`src/rtl/ysyx_pfl_if.sv`:
```
// Rename/commit handshake bundle for the physical-register free list.
// The master side is rename plus commit; the slave side is the free list itself.
interface ysyx_pfl_if #(
  parameter int PLEN = 6
);
  logic            alloc_valid;
  logic            alloc_ready;
  logic [PLEN-1:0] alloc_prd;
  logic            free_valid;
  logic [PLEN-1:0] free_prs;
  logic            commit_alloc;
  logic            flush;
  logic [PLEN:0]   free_count;

  modport master (
    output alloc_valid, free_valid, free_prs, commit_alloc, flush,
    input  alloc_ready, alloc_prd, free_count
  );

  modport slave (
    input  alloc_valid, free_valid, free_prs, commit_alloc, flush,
    output alloc_ready, alloc_prd, free_count
  );
endinterface

```
`src/rtl/ysyx_pfl.sv`:
```
// Physical-register free list: a circular FIFO of free preg indices.
// It has a speculative head for rename, a committed head for flush rollback, and a tail for commit returns.
module ysyx_pfl_chk #(
  parameter int FNUM  = 32,
  parameter int PTR_W = 6
) (
  input logic             i_clock,
  input logic             i_reset,
  input logic [PTR_W-1:0] i_head,
  input logic [PTR_W-1:0] i_chead,
  input logic [PTR_W-1:0] i_tail
);
  localparam logic [PTR_W-1:0] FNUM_P = PTR_W'(FNUM);
  logic [PTR_W-1:0] w_live;
  logic [PTR_W-1:0] w_spec;

  assign w_live = i_tail - i_chead;
  assign w_spec = i_head - i_chead;

  a_no_overfill: assert property (@(posedge i_clock) disable iff (i_reset) w_live <= FNUM_P);
  a_chead_behind_head: assert property (@(posedge i_clock) disable iff (i_reset) w_spec <= w_live);
endmodule

module ysyx_pfl #(
  parameter int PNUM = 64,
  parameter int PLEN = 6,
  parameter int RNUM = 32
) (
  input logic        i_clock,
  input logic        i_reset,
  ysyx_pfl_if.slave  bus
);
  localparam int FNUM  = PNUM - RNUM;
  localparam int FLEN  = $clog2(FNUM);
  localparam int PTR_W = FLEN + 1;
  localparam int CW    = PLEN + 1;
  localparam logic [PTR_W-1:0] ONE_P = {{FLEN{1'b0}}, 1'b1};

  logic [PLEN-1:0]  r_mem [FNUM];
  logic [PTR_W-1:0] r_head;
  logic [PTR_W-1:0] r_chead;
  logic [PTR_W-1:0] r_tail;

  logic             w_ready;
  logic             w_alloc_fire;
  logic             w_free_fire;
  logic [PTR_W-1:0] w_chead_next;
  logic [PTR_W-1:0] w_head_next;
  logic [PTR_W-1:0] w_tail_next;
  logic [PTR_W-1:0] w_count;

  // Full and empty differ only in the wrap bit, so the pointers are compared whole.
  assign w_ready = (r_tail != r_head);
  assign w_count = r_tail - r_head;

  assign bus.alloc_ready = w_ready;
  assign bus.alloc_prd   = r_mem[r_head[FLEN-1:0]];
  assign bus.free_count  = CW'(w_count);

  // Next-pointer logic; a flush rolls back to the committed head, including a same-cycle commit.
  always_comb begin
    w_alloc_fire = bus.alloc_valid & w_ready & ~bus.flush;
    w_free_fire  = bus.free_valid & (bus.free_prs != {PLEN{1'b0}});
    w_chead_next = r_chead;
    w_head_next  = r_head;
    w_tail_next  = r_tail;
    if (bus.commit_alloc) begin
      w_chead_next = r_chead + ONE_P;
    end else begin
      w_chead_next = r_chead;
    end
    if (bus.flush) begin
      w_head_next = w_chead_next;
    end else if (w_alloc_fire) begin
      w_head_next = r_head + ONE_P;
    end else begin
      w_head_next = r_head;
    end
    if (w_free_fire) begin
      w_tail_next = r_tail + ONE_P;
    end else begin
      w_tail_next = r_tail;
    end
  end

  // State registers; reset reloads the list with pregs RNUM..PNUM-1.
  always_ff @(posedge i_clock) begin
    if (i_reset) begin
      for (int i = 0; i < FNUM; i++) begin
        r_mem[i] <= PLEN'(RNUM + i);
      end
      r_head  <= {PTR_W{1'b0}};
      r_chead <= {PTR_W{1'b0}};
      r_tail  <= PTR_W'(FNUM);
    end else begin
      if (w_free_fire) begin
        r_mem[r_tail[FLEN-1:0]] <= bus.free_prs;
      end
      r_head  <= w_head_next;
      r_chead <= w_chead_next;
      r_tail  <= w_tail_next;
    end
  end

  ysyx_pfl_chk #(.FNUM(FNUM), .PTR_W(PTR_W)) u_chk (
    .i_clock (i_clock),
    .i_reset (i_reset),
    .i_head  (r_head),
    .i_chead (r_chead),
    .i_tail  (r_tail)
  );
endmodule

```
`src/flat_wrapper.sv`:
```
// flat-port wrapper written by rule: the top's interface ports become plain ports
module ysyx_pfl_flat 
#(
  parameter int PNUM = 64,
  parameter int PLEN = 6,
  parameter int RNUM = 32
)
  (i_clock, i_reset, bus_alloc_valid, bus_free_valid, bus_free_prs, bus_commit_alloc, bus_flush, bus_alloc_ready, bus_alloc_prd, bus_free_count);
  ysyx_pfl_if #(.PLEN(PLEN)) bus_i ();
  input logic i_clock;
  input logic i_reset;
  input wire logic [$bits(bus_i.alloc_valid)-1:0] bus_alloc_valid;
  input wire logic [$bits(bus_i.free_valid)-1:0] bus_free_valid;
  input wire logic [$bits(bus_i.free_prs)-1:0] bus_free_prs;
  input wire logic [$bits(bus_i.commit_alloc)-1:0] bus_commit_alloc;
  input wire logic [$bits(bus_i.flush)-1:0] bus_flush;
  output wire logic [$bits(bus_i.alloc_ready)-1:0] bus_alloc_ready;
  output wire logic [$bits(bus_i.alloc_prd)-1:0] bus_alloc_prd;
  output wire logic [$bits(bus_i.free_count)-1:0] bus_free_count;
  assign bus_i.alloc_valid = bus_alloc_valid;
  assign bus_i.free_valid = bus_free_valid;
  assign bus_i.free_prs = bus_free_prs;
  assign bus_i.commit_alloc = bus_commit_alloc;
  assign bus_i.flush = bus_flush;
  assign bus_alloc_ready = bus_i.alloc_ready;
  assign bus_alloc_prd = bus_i.alloc_prd;
  assign bus_free_count = bus_i.free_count;
  ysyx_pfl #(.PNUM(PNUM), .PLEN(PLEN), .RNUM(RNUM)) u_core (.i_clock(i_clock), .i_reset(i_reset), .bus(bus_i));
endmodule
```
`config.mk`:
```
export PLATFORM = sky130hd
export DESIGN_NAME = ysyx_pfl_flat
export DESIGN_NICKNAME = d
export VERILOG_FILES = /design/src/rtl/ysyx_pfl_if.sv /design/src/rtl/ysyx_pfl.sv /design/src/flat_wrapper.sv
export SDC_FILE = /design/constraint.sdc
export NUM_CORES = 1
export LEC_CHECK = 0
export BUFFER_PORTS_ARGS = -buffer_cell sky130_fd_sc_hd__buf_2
export CAP_MARGIN = 30
export CORE_ASPECT_RATIO = 0.5
export CORE_MARGIN = 4
export CORE_UTILIZATION = 40
export CTS_BUF_LIST = sky130_fd_sc_hd__clkbuf_2
export DETAILED_ROUTE_END_ITERATION = 7
export SLEW_MARGIN = 20
export SYNTH_ARGS = -nofsm -noshare
export SYNTH_HDL_FRONTEND = slang
export SYNTH_SLANG_ARGS = --single-unit
```
`constraint.sdc`:
```
create_clock -name i_clock -period 2.7 [get_ports i_clock]
set_clock_uncertainty 0.15 [all_clocks]
set_input_delay 0.27 -clock i_clock [delete_from_list [all_inputs] [get_ports i_clock]]
set_output_delay 0.27 -clock i_clock [all_outputs]
set_load 0.02 [all_outputs]
```
==> flow_metrics.tcl, run 1 <==
set metrics [dict create \
    synthesis.area_um2 10270 \
    synth.area.top_cells "sky130_fd_sc_hd__edfxtp_1, sky130_fd_sc_hd__mux4_2, sky130_fd_sc_hd__or3_1, sky130_fd_sc_hd__dfxtp_1, sky130_fd_sc_hd__and2_1" \
    finalWirelength_um 26680 \
    hpwl_um 16980 \
    placed_cells_incl_taps 1100 \
    io_pins 26 \
    grt_setup_unrepaired "true" \
    portBuffers 24 \
    clk-insertion-delay-late_ns 0.79 \
    worst_ir_drop_vdd_v 0.0002593 \
    netlist.top_cell.by_area "sky130_fd_sc_hd__edfxtp_1" \
    antenna_found_initial 1 \
    coreArea_um2 25240 \
    worstPathMaxFanout 9 \
    largest_family_of_logic_cells_by_synthesized_area "simple AND/OR/NAND/NOR gates" \
    postSynthCellCount 765 \
    post_synthesis_sequential_element_count 215 \
    synth.mux.area_fraction_pct 10.72 \
    clock_tree.root_cell "sky130_fd_sc_hd__clkbuf_2" \
    synth_top_flop_cell "sky130_fd_sc_hd__edfxtp_1" \
    timing.rr.start "u_core.r_tail[3]" \
    drt_iter0_markers 580 \
    worst_r2r_endpoint "u_core.r_head[5]" \
    cp-end-kind "output port" \
    cts-root-to-sink-buffers 3 \
    timing.critical_path.slowest_stage_cell "sky130_fd_sc_hd__nor4_1" \
    gr-usage-all-layers_pct 19.21 \
    share_of_flip_flops_with_an_asynchronous_set_or_reset_after_synthesis_pct 0 \
    result_of_the_run "finished with violations" \
    whs_path_depth 3 \
    die_x_um 234.6 \
    synthAdderAreaFrac_pct 1.535 \
    cts_tree "built" \
    yosys.cell_types.count 51 \
    total_leakage_power_nw 3.679 \
    worst-slew-pin-transition_ns 0.8926 \
    maxCapViolations 0 \
    required_ns 2.28 \
    start_util_pct 40.69 \
    critPathLaunchType "register" \
    numCtsBuffers 49 \
    postRouteAntennaNets 0 \
    detail_route.drc_violations 0 \
    layout.filler_cells 2223 \
    gpl.final_weighted_congestion 0.8295 \
    post-route-worst-setup-slack_ns -0.2339 \
    synth-compound-area-share_pct 6.190 \
    maxSlewViolCount 0 \
    design_power_total_mw 6.641 \
    detailroute.via_count 6888 \
    grt_residual_overflow 0 \
    floorplan.die.height_um 121.3 \
    synth.top_cell.area_share_pct 56.15 \
    synthesized_netlist_net_count 789 \
    timing_hold_violations_final 0 \
    post_route_cells_drive_above_1_share_pct 32.11 \
    worstHoldStart "bus_free_prs[2]" \
    placed_instance_area_um2 10880 \
    fin_cells 1220 \
    timing.setup.critical_path_class "register to output port" \
    design_area_um2 12120 \
    finalNetCount 868 \
    clock_sink_count 215 \
    synth_xor_area_share_pct 1.279 \
    synth-edff-count 192 \
    floorplan.rows 41 \
    synthesis.area_per_instance_um2 13.42 \
    vias_per_cell 5.646 \
    worstPathArrival_ns 2.51 \
    min_to "u_core.r_mem[30][2]" \
    finish.utilization_pct 48.02 \
    powerDensity_nw_per_um2 547.9 \
    drt-wirelength-per-cell_um 21.87 \
    maxClockFrequency_mhz 340.8 \
    synth_simple_gate_area_share_pct 15.28 \
    grt_pass1_vias 6852 \
    finalSetupViolCount 7 \
    layout_worst_path_cycle_share_pct 108.7 \
    grt_start_max_net_pins 49 \
    die_area_um2 28450 \
    clk_pin_slew_worst_paths_ns 0.11 \
    violated_checks "setup timing" \
    synthesis.yosys.warnings 0 \
    worstHoldPathType "primary input to register" \
    cp_slowest_stage_delay_ns 0.44 \
    max_slew_margin_pct 39.86 \
    r2r_setup_slack_ns 0.16 \
    htree_levels 2 \
    first_pass_iters 5 \
    seq_area_frac_synth_pct 60.63 \
    timing.setup.tns_ns -1.242 \
    synthToLayoutAreaGrowth_pct 18.03 \
    r2r.worst_path.cells 7 \
    post_route_minimum_period_ns 2.934 \
    grt_first_pass_wirelength_um 40790 \
    timing.critical_path.cells "buf_12 > mux4_2 > o22ai_2 > nor4_1 > buf_2" \
]
[routing by layer]
metal  vias to the layer above  wire length, um  GRT usage [%]
met4                         0              517          5.748
li1                       3092                -              -
met1                      3406            11790          27.79
met3                        48             2286          4.597
met2                       342            12090          28.95
met5                         -                0              0
[registers in the layout, indices dropped and copies added, names as in the netlist, named ones only]
signal          flops
u_core.r_mem      192
u_core.r_chead      6
u_core.r_head       6
u_core.r_tail       6
[kinds of logic after synthesis]
logic type,after synthesis
flops,215
simple gates,286
xor+xnor,15
mux,50
compound gates,91
buf+inv,95
fa+ha+maj,12
other cells,1
[where the power goes]
group	total, mW	switching, mW	leakage [nW]	internal [mW]
combinational	0.932	0.527	1.58	0.405
sequential	3.73	0.0538	1.78	3.68
clock	1.98	1.28	0.317	0.697
[placed cells by master, fill, tap and decap left out, types with 7 or more instances in the layout]
cell,count
sky130_fd_sc_hd__nand2_1,36
sky130_fd_sc_hd__dfxtp_1,12
sky130_fd_sc_hd__o21ai_0,32
sky130_fd_sc_hd__or3_1,88
sky130_fd_sc_hd__o22ai_2,10
sky130_fd_sc_hd__dlygate4sd3_1,14
sky130_fd_sc_hd__inv_1,13
sky130_fd_sc_hd__and2_1,48
sky130_fd_sc_hd__o22ai_4,12
sky130_fd_sc_hd__edfxtp_1,192
sky130_fd_sc_hd__xnor2_1,7
sky130_fd_sc_hd__buf_2,15
sky130_fd_sc_hd__mux4_2,48
sky130_fd_sc_hd__nor3_1,37
sky130_fd_sc_hd__buf_4,62
sky130_fd_sc_hd__clkinv_1,9
sky130_fd_sc_hd__buf_12,9
sky130_fd_sc_hd__clkbuf_2,72
sky130_fd_sc_hd__nor2_1,38
sky130_fd_sc_hd__xor2_1,7
[metrics by stage]
| stage | setup WS (ns) | hold slack [ns] |
|---|---|---|
| after global placement | 0.1592 | 0.3831 |
| after CTS | -0.3121 | 0.1012 |
| after detailed placement | 0.08356 | 0.3828 |
| after global routing | -0.3390 | 0.1143 |
| final | -0.2339 | 0.1715 |
| after floorplan | 0.4653 | 0.2905 |
[worst max-delay path, delay by kind of cell, from the launching register on]
kind / cells / cell delay [ns]
flops: 1 / 0.41
simple gates: 1 / 0.44
compound gates: 1 / 0.09
buf+inv: 2 / 0.42
mux: 1 / 0.37
[synth_stat cells (6+ instances only)]
library cell and count:
sky130_fd_sc_hd__and2_1 48, sky130_fd_sc_hd__buf_2 17, sky130_fd_sc_hd__buf_4 7, sky130_fd_sc_hd__clkbuf_1 42
sky130_fd_sc_hd__dfxtp_1 23, sky130_fd_sc_hd__edfxtp_1 192, sky130_fd_sc_hd__ha_1 11, sky130_fd_sc_hd__inv_1 17
sky130_fd_sc_hd__mux4_2 48, sky130_fd_sc_hd__nand2_1 36, sky130_fd_sc_hd__nor2_1 39, sky130_fd_sc_hd__nor3_1 38
sky130_fd_sc_hd__nor4_1 6, sky130_fd_sc_hd__o211a_1 6, sky130_fd_sc_hd__o21ai_0 32, sky130_fd_sc_hd__o22ai_1 24
sky130_fd_sc_hd__or3_1 88, sky130_fd_sc_hd__xnor2_1 8, sky130_fd_sc_hd__xor2_1 7
[timing repair]
action | 4_1_cts | 5_1_grt
hold buffers | 14 | 0
pin swaps | 15 | 6
hold endpoints to repair | 143 | 0
gates cloned | 2 | 0
setup endpoints to repair | 12 | 12
gates resized for setup | 71 | 25
buffers inserted | 16 | 5
[final cells by class]
type,instances,area [um2],area share (%)
sequential,215,6252,51.58
multi-input combinational,455,4008,33.06
timing repair buffer,106,960.9,7.928
tap,344,430.4,3.551
clock buffer,72,360.3,2.973
inverter,17,68.82,0.5678
clock inverter,10,37.54,0.3097
antenna,1,2.502,0.02065
[worst max-delay path by stage]
stage,start,to,slack (ns),cells past startpoint
global route,register,bus_alloc_prd[2],-0.34,6
floorplan,register,bus_alloc_prd[0],0.47,5
finish,register,bus_alloc_prd[0],-0.23,5
detailed placement,bus_free_prs[0],u_core.r_mem[11][5],0.08,6
CTS,register,bus_alloc_prd[0],-0.31,5
global placement,bus_free_prs[1],u_core.r_mem[19][3],0.16,6
Note: power is estimated with default switching activity, not from simulation.
==> run 2: changes to the inputs <==
- clock period: 2.7 -> 3.1 ns (I/O delays scaled with it)
==> flow_metrics.tcl, run 2 (synthesized netlist as in run 1, its figures left out) <==
set metrics [dict create \
    cts_tree "built" \
    grt_start_max_net_pins 49 \
    portBuffers 24 \
    numCtsBuffers 51 \
    grt_first_pass_wirelength_um 38340 \
    detailroute.via_count 6624 \
    maxClockFrequency_mhz 341.2 \
    start_util_pct 40.69 \
    post-route-worst-setup-slack_ns 0.1694 \
    grt_pass1_vias 6703 \
    hpwl_um 16370 \
    synthToLayoutAreaGrowth_pct 12.71 \
    grt_setup_unrepaired "true" \
    multi_input_area_um2 3749 \
    finalWirelength_um 25240 \
    clk_pin_slew_worst_paths_ns 0.12 \
    clk-insertion-delay-late_ns 0.78 \
    drt-wirelength-per-cell_um 21.07 \
    finalSetupViolCount 0 \
    clock_sink_count 215 \
    layout_commonest_cell "sky130_fd_sc_hd__edfxtp_1" \
    detail_route.drc_violations 0 \
    required_ns 2.64 \
    die_x_um 234.6 \
    drt_iter0_markers 538 \
    timing.critical_path.cells "buf_12 > mux4_2 > o22ai_2 > nor4_1 > buf_2" \
    largest-register "u_core.r_mem" \
    vias_per_cell 5.529 \
    postRouteAntennaNets 0 \
    design_power_total_mw 5.807 \
    worstHoldPathType "primary input to register" \
    coreArea_um2 25240 \
    gr-usage-all-layers_pct 17.85 \
    largest_reg_flops 192 \
    powerDensity_nw_per_um2 501.8 \
    layout.area.seq_um2 6237 \
    layout.filler_cells 2302 \
    dp_worst_setup_slack_ns 0.3765 \
    worstPathMaxFanout 9 \
    post_route_minimum_period_ns 2.931 \
    maxCapViolations 0 \
    timing_hold_violations_final 0 \
    floorplan.rows 41 \
    post_route_cells_drive_above_1_share_pct 26.38 \
    io_pins 26 \
    floorplan.die.height_um 121.3 \
    antenna_found_initial 1 \
    worst_ir_drop_vdd_v 0.0002501 \
    timing.critical_path.slowest_stage_cell "sky130_fd_sc_hd__mux4_2" \
    cts-root-to-sink-buffers 3 \
    max_slew_margin_pct 33.19 \
    cp-end-kind "output port" \
    fin_cells 1198 \
    layout_worst_path_cycle_share_pct 94.54 \
    die_area_um2 28450 \
    htree_levels 2 \
    placed_cells_incl_taps 1088 \
    gpl.final_weighted_congestion 0.8280 \
    maxSlewViolCount 0 \
    critPathLaunchType "register" \
    result_of_the_run "finished, final reports clean" \
    first_pass_iters 5 \
    grt_residual_overflow 0 \
    timing.setup.critical_path_class "register to output port" \
    total_leakage_power_nw 3.494 \
    layout_common_cells "sky130_fd_sc_hd__edfxtp_1, sky130_fd_sc_hd__or3_1, sky130_fd_sc_hd__clkbuf_2" \
    cp_slowest_stage_delay_ns 0.54 \
    clock_tree.root_cell "sky130_fd_sc_hd__clkbuf_2" \
    worstPathArrival_ns 2.47 \
    finalNetCount 837 \
    worst-slew-pin-transition_ns 1.001 \
]
==> run 2: changes by cell type in the layout (fill, tap and decap cells not counted), moves of 5 or more <==
cell	previous run	this run
sky130_fd_sc_hd__buf_2	15	23
sky130_fd_sc_hd__o22ai_4	12	3
sky130_fd_sc_hd__buf_4	62	29
sky130_fd_sc_hd__clkinv_1	9	16
sky130_fd_sc_hd__nor4_4	5	0
sky130_fd_sc_hd__o22ai_1	2	9
==> run 2: final cells by class <==
class,count,share of cell area (%)
flip-flops and latches,215,53.89
multi-input cells,455,32.39
repair buffers,73,5.362
well taps,344,3.719
clock buffers,75,3.243
clock inverters,18,0.8216
inverters,17,0.5514
diodes,1,0.02162
==> run 2: power by group <==
part	total [mW]	switching [mW]	leakage (nW)	internal, mW
Combinational	0.668	0.402	1.36	0.266
Sequential	3.25	0.0455	1.78	3.20
Clock	1.89	1.16	0.355	0.729
Total	5.81	1.61	3.49	4.20
==> run 2: worst paths after layout <==
path,from,to,slack (ns),cells past startpoint
min reg2reg,u_core.r_chead[4],u_core.r_chead[4],0.40,2
max,register,bus_alloc_prd[3],0.17,5
max reg2reg,u_core.r_tail[4],u_core.r_head[5],0.48,7
min,bus_free_prs[0],u_core.r_mem[20][0],0.08,3
==> run 2: stage by stage <==
stage / util, % / hold WS (ns) / instance area, um2 / setup TNS, ns
3_5_place_dp: 42.66 / 0.3811 / 10770 / 0
4_1_cts: 45.21 / 0.00001721 / 11410 / -0.01275
2_1_floorplan: - / 0.3305 / 10270 / 0
5_1_grt: 45.86 / 0.004307 / 11570 / -0.06130
6_report: 45.86 / 0.07622 / 11570 / 0
3_3_place_gp: 42.66 / 0.3731 / 10770 / 0
==> run 2: worst max-delay path, delay by kind of cell, from the launching register on <==
kind	cells	cell delay, ns
AO/OA/AOI/OAI	1	0.24
buffers and inverters	2	0.35
flip-flops	1	0.46
multiplexers	1	0.54
AND/OR/NAND/NOR	1	0.11
==> run 2: routing by layer <==
layer / track usage [%] / vias to the layer above / routed length [um]
li1: - / 3035 / -
met1: 24.80 / 3316 / 11210
met2: 27.93 / 222 / 11660
met3: 4.010 / 51 / 1673
met4: 6.043 / 0 / 693
met5: 0 / - / 0
==> run 2: repair_timing <==
action,in CTS,in global routing
buffers inserted,2,0
endpoints found under the hold margin,107,0
setup endpoints to repair,7,8
hold buffers,12,0
gates cloned,0,1
pin swaps,0,1
gates resized for setup,7,25
